==> config.mk <==
export PLATFORM = sky130hd
export DESIGN_NAME = rb_bin_expander
export DESIGN_NICKNAME = d
export VERILOG_FILES = /design/src/rtl/rb_bin_expander.sv
export SDC_FILE = /design/constraint.sdc
export NUM_CORES = 2
export LEC_CHECK = 0
export ABC_AREA = 1
export ABC_CLOCK_PERIOD_IN_PS = 2700
export CAP_MARGIN = 10
export CORE_MARGIN = 5
export CORE_UTILIZATION = 60
export CTS_CLUSTER_DIAMETER = 80
export CTS_CLUSTER_SIZE = 40
export DETAILED_ROUTE_END_ITERATION = 8
export PLACE_DENSITY = 0.74
export SYNTH_ARGS = -nofsm -noshare
export SYNTH_HDL_FRONTEND = slang
export SYNTH_SLANG_ARGS = --single-unit
==> constraint.sdc <==
create_clock -name clk -period 2.7 [get_ports clk]
set_clock_uncertainty 0.1 [all_clocks]
set_input_delay 0.675 -clock clk [delete_from_list [all_inputs] [get_ports clk]]
set_output_delay 0.675 -clock clk [all_outputs]
set_load 0.005 [all_outputs]
==> src/rtl/rb_bin_expander.sv <==
// Spreads one vector of per-RB values across a full FFT bin frame.
// Load phase captures NUM_RB words; emit phase streams FFT_LEN bins with guard/DC fill.
module rb_bin_expander #(
    parameter int FFT_LEN     = 1024,
    parameter int NUM_RB      = 50,
    parameter int BINS_PER_RB = 12,
    parameter int FIRST_BIN   = 212,
    parameter int SKIP_DC     = 1
) (
    input  logic        clk,
    input  logic        reset,
    input  logic [31:0] i_tdata,
    input  logic        i_tlast,
    input  logic        i_tvalid,
    output logic        i_tready,
    input  logic [31:0] fill_value,
    output logic [31:0] o_tdata,
    output logic        o_tlast,
    output logic        o_tvalid,
    input  logic        o_tready,
    output logic        o_err
);

    localparam int BW  = (FFT_LEN > 1) ? $clog2(FFT_LEN) : 1;
    localparam int RBW = (NUM_RB > 1) ? $clog2(NUM_RB) : 1;
    localparam int SBW = (BINS_PER_RB > 1) ? $clog2(BINS_PER_RB) : 1;

    localparam int unsigned DC       = FFT_LEN / 2;
    localparam int unsigned FB       = FIRST_BIN;
    localparam int unsigned SPAN_END = FIRST_BIN + NUM_RB * BINS_PER_RB;

    localparam logic [BW-1:0]  LAST_BIN = BW'(FFT_LEN - 1);
    localparam logic [RBW-1:0] RB_LAST  = RBW'(NUM_RB - 1);
    localparam logic [SBW-1:0] SB_LAST  = SBW'(BINS_PER_RB - 1);

    typedef enum logic {S_LOAD, S_EMIT} state_t;

    // With DC skipping the upper half of the span is shifted up by one bin
    function automatic logic bin_active(input logic [BW-1:0] b);
        int unsigned bi;
        bi = int'(b);
        if (SKIP_DC != 0)
            bin_active = (bi != DC) &&
                         (((bi >= FB) && (bi < DC)) || ((bi > DC) && (bi <= SPAN_END)));
        else
            bin_active = (bi >= FB) && (bi < SPAN_END);
    endfunction

    state_t          state_reg, state_next;
    logic [31:0]     rb_mem [NUM_RB];
    logic [31:0]     fill_reg, fill_next;
    logic [BW-1:0]   bin_reg, bin_next;
    logic [SBW-1:0]  sub_reg, sub_next;
    logic [RBW-1:0]  rb_reg, rb_next;
    logic            act_reg, act_next;
    logic [RBW-1:0]  wr_idx_reg, wr_idx_next;
    logic            wr_full_reg, wr_full_next;
    logic            ovf_reg, ovf_next;
    logic            i_tready_reg;
    logic [31:0]     o_tdata_reg, tdata_next;
    logic            o_tlast_reg, tlast_next;
    logic            o_tvalid_reg, tvalid_next;
    logic            o_err_reg, err_next;

    logic            in_hs, out_hs, wr_en, present;
    logic [BW-1:0]   pres_bin;
    logic [RBW-1:0]  pres_rb;
    logic [31:0]     pres_fill;

    assign in_hs  = i_tready_reg & i_tvalid;
    assign out_hs = o_tvalid_reg & o_tready;

    always_comb begin
        state_next   = state_reg;
        fill_next    = fill_reg;
        bin_next     = bin_reg;
        sub_next     = sub_reg;
        rb_next      = rb_reg;
        act_next     = act_reg;
        wr_idx_next  = wr_idx_reg;
        wr_full_next = wr_full_reg;
        ovf_next     = ovf_reg;
        tdata_next   = o_tdata_reg;
        tlast_next   = o_tlast_reg;
        tvalid_next  = o_tvalid_reg;
        err_next     = 1'b0;
        wr_en        = 1'b0;
        present      = 1'b0;
        pres_bin     = '0;
        pres_rb      = '0;
        pres_fill    = fill_reg;

        unique case (state_reg)
            S_LOAD: begin
                if (in_hs) begin
                    if (!wr_full_reg) begin
                        wr_en = 1'b1;
                        if (wr_idx_reg == RB_LAST)
                            wr_full_next = 1'b1;
                        else
                            wr_idx_next = wr_idx_reg + RBW'(1);
                    end else if (!ovf_reg) begin
                        ovf_next = 1'b1;
                        err_next = 1'b1;
                    end
                    if (i_tlast) begin
                        if (!wr_full_reg && (wr_idx_reg != RB_LAST))
                            err_next = 1'b1;
                        wr_idx_next  = '0;
                        wr_full_next = 1'b0;
                        ovf_next     = 1'b0;
                        state_next   = S_EMIT;
                        bin_next     = '0;
                        sub_next     = '0;
                        rb_next      = '0;
                        fill_next    = fill_value;
                        pres_fill    = fill_value;
                        present      = 1'b1;
                    end
                end
            end
            S_EMIT: begin
                if (out_hs) begin
                    if (bin_reg == LAST_BIN) begin
                        state_next  = S_LOAD;
                        tvalid_next = 1'b0;
                        tlast_next  = 1'b0;
                        act_next    = 1'b0;
                    end else begin
                        // RB counters only move past bins that carried an RB value
                        if (act_reg) begin
                            if (sub_reg == SB_LAST) begin
                                sub_next = '0;
                                if (rb_reg != RB_LAST)
                                    rb_next = rb_reg + RBW'(1);
                            end else begin
                                sub_next = sub_reg + SBW'(1);
                            end
                        end
                        bin_next = bin_reg + BW'(1);
                        pres_bin = bin_reg + BW'(1);
                        pres_rb  = rb_next;
                        present  = 1'b1;
                    end
                end
            end
            default: state_next = S_LOAD;
        endcase

        if (present) begin
            act_next    = bin_active(pres_bin);
            tvalid_next = 1'b1;
            tlast_next  = (pres_bin == LAST_BIN);
            // Forward the word being written this cycle so bin 0 can use the final RB
            if (act_next)
                tdata_next = (wr_en && (wr_idx_reg == pres_rb)) ? i_tdata : rb_mem[pres_rb];
            else
                tdata_next = pres_fill;
        end
    end

    always_ff @(posedge clk or negedge reset) begin
        if (!reset) begin
            state_reg    <= S_LOAD;
            fill_reg     <= '0;
            bin_reg      <= '0;
            sub_reg      <= '0;
            rb_reg       <= '0;
            act_reg      <= 1'b0;
            wr_idx_reg   <= '0;
            wr_full_reg  <= 1'b0;
            ovf_reg      <= 1'b0;
            i_tready_reg <= 1'b0;
            o_tdata_reg  <= '0;
            o_tlast_reg  <= 1'b0;
            o_tvalid_reg <= 1'b0;
            o_err_reg    <= 1'b0;
        end else begin
            state_reg    <= state_next;
            fill_reg     <= fill_next;
            bin_reg      <= bin_next;
            sub_reg      <= sub_next;
            rb_reg       <= rb_next;
            act_reg      <= act_next;
            wr_idx_reg   <= wr_idx_next;
            wr_full_reg  <= wr_full_next;
            ovf_reg      <= ovf_next;
            i_tready_reg <= (state_next == S_LOAD);
            o_tdata_reg  <= tdata_next;
            o_tlast_reg  <= tlast_next;
            o_tvalid_reg <= tvalid_next;
            o_err_reg    <= err_next;
        end
    end

    always_ff @(posedge clk or negedge reset) begin
        if (!reset) begin
            for (int i = 0; i < NUM_RB; i++)
                rb_mem[i] <= '0;
        end else if (wr_en) begin
            rb_mem[wr_idx_reg] <= i_tdata;
        end
    end

    assign i_tready = i_tready_reg;
    assign o_tdata  = o_tdata_reg;
    assign o_tlast  = o_tlast_reg;
    assign o_tvalid = o_tvalid_reg;
    assign o_err    = o_err_reg;

endmodule

==> metrics.md <==
| Metric | Value |
|---|---|
| Antenna viol nets, final | `0` |
| HP Class | `in2reg` |
| Die Y | `about 380 µm` |
| CP Launch Type | `flip-flop` |
| CP arrival | `about 4 ns` |
| CTS tree | `done` |
| CTS sink cnt | `between 1500 and 2000` |
| Largest register FFs | `1600` |
| Static Leak | `45.5 nW` |
| Post-DP Area | `between 0.08 and 0.09 mm²` |
| IO Port Bufs | `~100` |
| Worst vdd ir | `0.643 mV` |
| Detailed Route Iter0 Violations | `about 13000` |
| Max Slew Vio Count | `0` |
| All-Layer GR Usage | `40.8%` |
| Vias in the first global route | `between 70000 and 80000` |
| Finished Core Util | `roughly 73%` |
| GRT Residual Overflow | `0` |
| Worst-path fanout max | `12` |
| Kind of critical path | `reg2reg` |
| Hold Crit Start | `fill_value[17]` |
| Final WL | `roughly 300000 µm` |
| Yosys cell types | `39` |
| # DRC | `0` |
| R2R Path Start | `sub_reg[0]$_DFFE_PN0P_` |
| Layout area overhead | `20.6%` |
| Fin area | `~0.097 mm²` |
| Clk_lat worst skew | `around 0.77 ns` |
| Fraction of layout cells with a size suffix above 1 | `approximately 16%` |
| CP max stage cell | `dfrtp_1` |
| Worst hold margin | `0.387 ns` |
| Setup TNS | `-16.32 ns` |
| Final Hold Fails | `0` |
| Most used cell, CP | `nand3_1` |
| First-pass GRT wire length | `444000 µm` |
| Yosys top cell by area | `dfrtp_1` |
| Worst setup EP type | `flip-flop` |
| Row Count | `approximately 130` |
| Avg Cell Area, Syn | `just under 8 µm²` |
| Routed vias | `between 70000 and 80000` |
| H-tree levels | `3` |
| Synth Instances | `around 10000` |
| Worst R2R End | `o_tdata[31]$_DFFE_PN0P_` |
| Longest Clk Path Bufs | `3` |
| FILL cells | `slightly below 10000` |
| Slew HR | `between 40% and 50%` |
| Final worst setup slack | `-0.685 ns` |
| Period utilisation layout | `125%` |
| CTS root buffer | `clkbuf_16` |
| Status | `finished with violations` |
| Critical-path cell list | `ha_4, nand3_4, nor2_4, a21oi_1, nand3_2, buf_6, nor2_8, buf_4, buf_12, buf_12, buf_4, nand3_1, nand3_1, nand3_1, nand3_1, nand3_1, nand3_2, nand2_1, a21oi_1` |
| Io pins | `105` |
| Core area | `between 0.1 and 0.15 mm²` |
| Routability cong. | `~0.95` |
| Synth Warn # | `0` |
| DRT Pass-1 Iters | `9` |
| Syn Std Cell Area | `a little over 0.08 mm²` |
| Power Density | `just under 700 mW/mm²` |
| Number of synthesized flops with an enable pin | `0` |
| Die area | `about 0.14 mm²` |
| Failing checks | `setup timing` |
| Largest net degree at the start of global routing | `approximately 110` |
| Non-Filler Instances | `between 10000 and 15000` |
| Die width | `377 µm` |
| CTS Buf Count | `77` |
| Final setup viols | `36` |
| Sequential area share after synthesis | `a little over half` |
| Hold depth | `3` |
| Ys async rst share | `between 90% and 100%` |
| Top cell type's share of synthesized area | `52.7%` |
| F_max | `0.295 GHz` |
| Cells after DPL | `12171` |
| Largest cells by area after synthesis | `dfrtp_1, nand2_1, o21ai_0` |
| Clk slew on worst S/H paths | `approximately 0.13 ns` |
| Hold EP | `fill_reg[17]$_DFF_PN0_` |
| R2r setup slk | `-0.69 ns` |
| RSZ-0062 raised after global routing | `yes` |
| Synth Flop Type | `dfrtp_1` |
| Initial antenna violation count | `16` |
| R2r worst-path depth | `19` |
| Final HPWL DP | `181000 µm` |
| DR WL/cell | `approximately 24 µm` |
| Least-Margin Pin Slew | `0.793 ns` |
| Minimum clock period | `3.39 ns` |
| MaxCap Viol Count | `0` |
| Routed vias/inst | `6.20` |
| #FFs+latches synth | `1698` |
| Crit path largest cell delay | `0.44 ns` |
| Post-Syn Nets | `roughly 11000` |
| Fin nets | `between 10000 and 15000` |
| Critical path required time | `roughly 3.3 ns` |
| Initial core utilization | `a little over 60%` |
==> cell usage after synthesis, types with 2 or more instances <==
cell	number
buf_2	221
o21ai_1	84
nand2_1	3591
o21ai_0	1675
dfrtp_1	1698
nor2_1	140
nor2_2	3
o211ai_1	77
nand4_2	3
or2_1	4
inv_1	862
xor2_1	11
a21oi_1	113
or2_2	103
ha_1	6
nor4_2	6
buf_4	20
buf_6	7
clkbuf_1	554
buf_1	38
mux2i_1	22
nand3_2	2
nand2_2	25
a31oi_1	2
inv_2	10
nand4_1	6
nor3_1	14
o22ai_1	31
nor2_8	2
nand3_1	1096
nor2_4	4
==> worst max-delay path by stage <==
stage	startpoint	endpoint	slack [ns]
global route	rb_reg[0]$_DFFE_PN0P_	o_tdata[31]$_DFFE_PN0P_	-0.80
detailed placement	i_tvalid	o_tdata[14]$_DFFE_PN0P_	-1.33
CTS	sub_reg[1]$_DFFE_PN0P_	o_tdata[9]$_DFFE_PN0P_	-0.44
global placement	i_tvalid	o_tdata[14]$_DFFE_PN0P_	-1.34
floorplan	i_tvalid	o_tdata[11]$_DFFE_PN0P_	0.03
finish	sub_reg[0]$_DFFE_PN0P_	o_tdata[31]$_DFFE_PN0P_	-0.69
==> routing by layer <==
metal / track usage (%) / vias to the layer above / share of wire, %
met5: 0 / - / 0.020
met4: 23.4 / 8 / 6.7
met3: 12.0 / 1105 / 14
met2: 59.9 / 5621 / 43
met1: 54.5 / 37149 / 36
li1: - / 33652 / -
==> cells in the final DEF, fill, tap and decap left out, drive strengths merged, types with 9 or more instances in the layout <==
cell,n
nand2,3617
o21ai,1759
dfrtp,1698
nand3,1098
inv,888
buf,848
nor2,149
clkbuf,115
a21oi,113
or2,107
clkdlybuf4s50,102
o211ai,77
clkinv,37
o22ai,31
mux2i,22
nor3,14
diode,11
xor2,11
nand4,9
==> worst max-delay path, delay by kind of cell, from the launching register on <==
family / cells / cell delay [ns]
DFF: 1 / 0.44
adders and majority gates: 1 / 0.20
and+or+nand+nor: 11 / 1.36
AOI/OAI and AO/OA: 2 / 0.42
buffers and inverters: 5 / 0.81
==> where the power goes <==
part           total [mW]  switching (mW)  internal [mW]
combinational        21.2            13.0           8.20
clock                15.9            9.66           6.28
sequential           28.3            1.31           27.0
==> final cells by class <==
type | count | area [µm²] | area share [%]
Clock buffer | 85 | 2060 | 2.12
Timing Repair Buffer | 989 | 12500 | 12.8
Inverter | 874 | 3300 | 3.39
Clock inverter | 58 | 823 | 0.847
Multi-Input combinational cell | 7026 | 33800 | 34.8
Antenna cell | 11 | 27.5 | 0.0283
Tap cell | 1768 | 2210 | 2.28
Sequential cell | 1698 | 42500 | 43.7
==> cell families (layout without fill, tap and decap cells) <==
group                    Yosys count  after routing  synth area share, %
AND/OR/NAND/NOR                 5003           5003                 25.7
adder cells (fa/ha/maj)            6              6               0.0931
flip-flops                      1698           1698                 52.7
other                              0             11                    0
multiplexers                      22             22                0.273
AO/OA/AOI/OAI                   1983           1983                 12.6
XOR/XNOR                          12             12                0.130
buffers and inverters           1714           2006                 8.49
==> what timing repair did <==
| action | CTS | global route |
|---|---|---|
| cloned | 28 | 29 |
| hold buffers | 1 | 0 |
| setup endpoints to repair | 38 | 39 |
| resized for setup | 402 | 397 |
| setup buffers | 88 | 47 |
| pin swaps | 91 | 162 |
| endpoints found under the hold margin | 28 | 0 |
==> metrics by stage <==
stage               setup slack, ns  power, mW
floorplan                    0.0265       37.1
global placement              -1.34       45.4
detailed placement            -1.33       45.6
CTS                          -0.438       62.8
global route                 -0.796       67.7
finish                       -0.685       65.5
(Power assumes the default switching activity.)
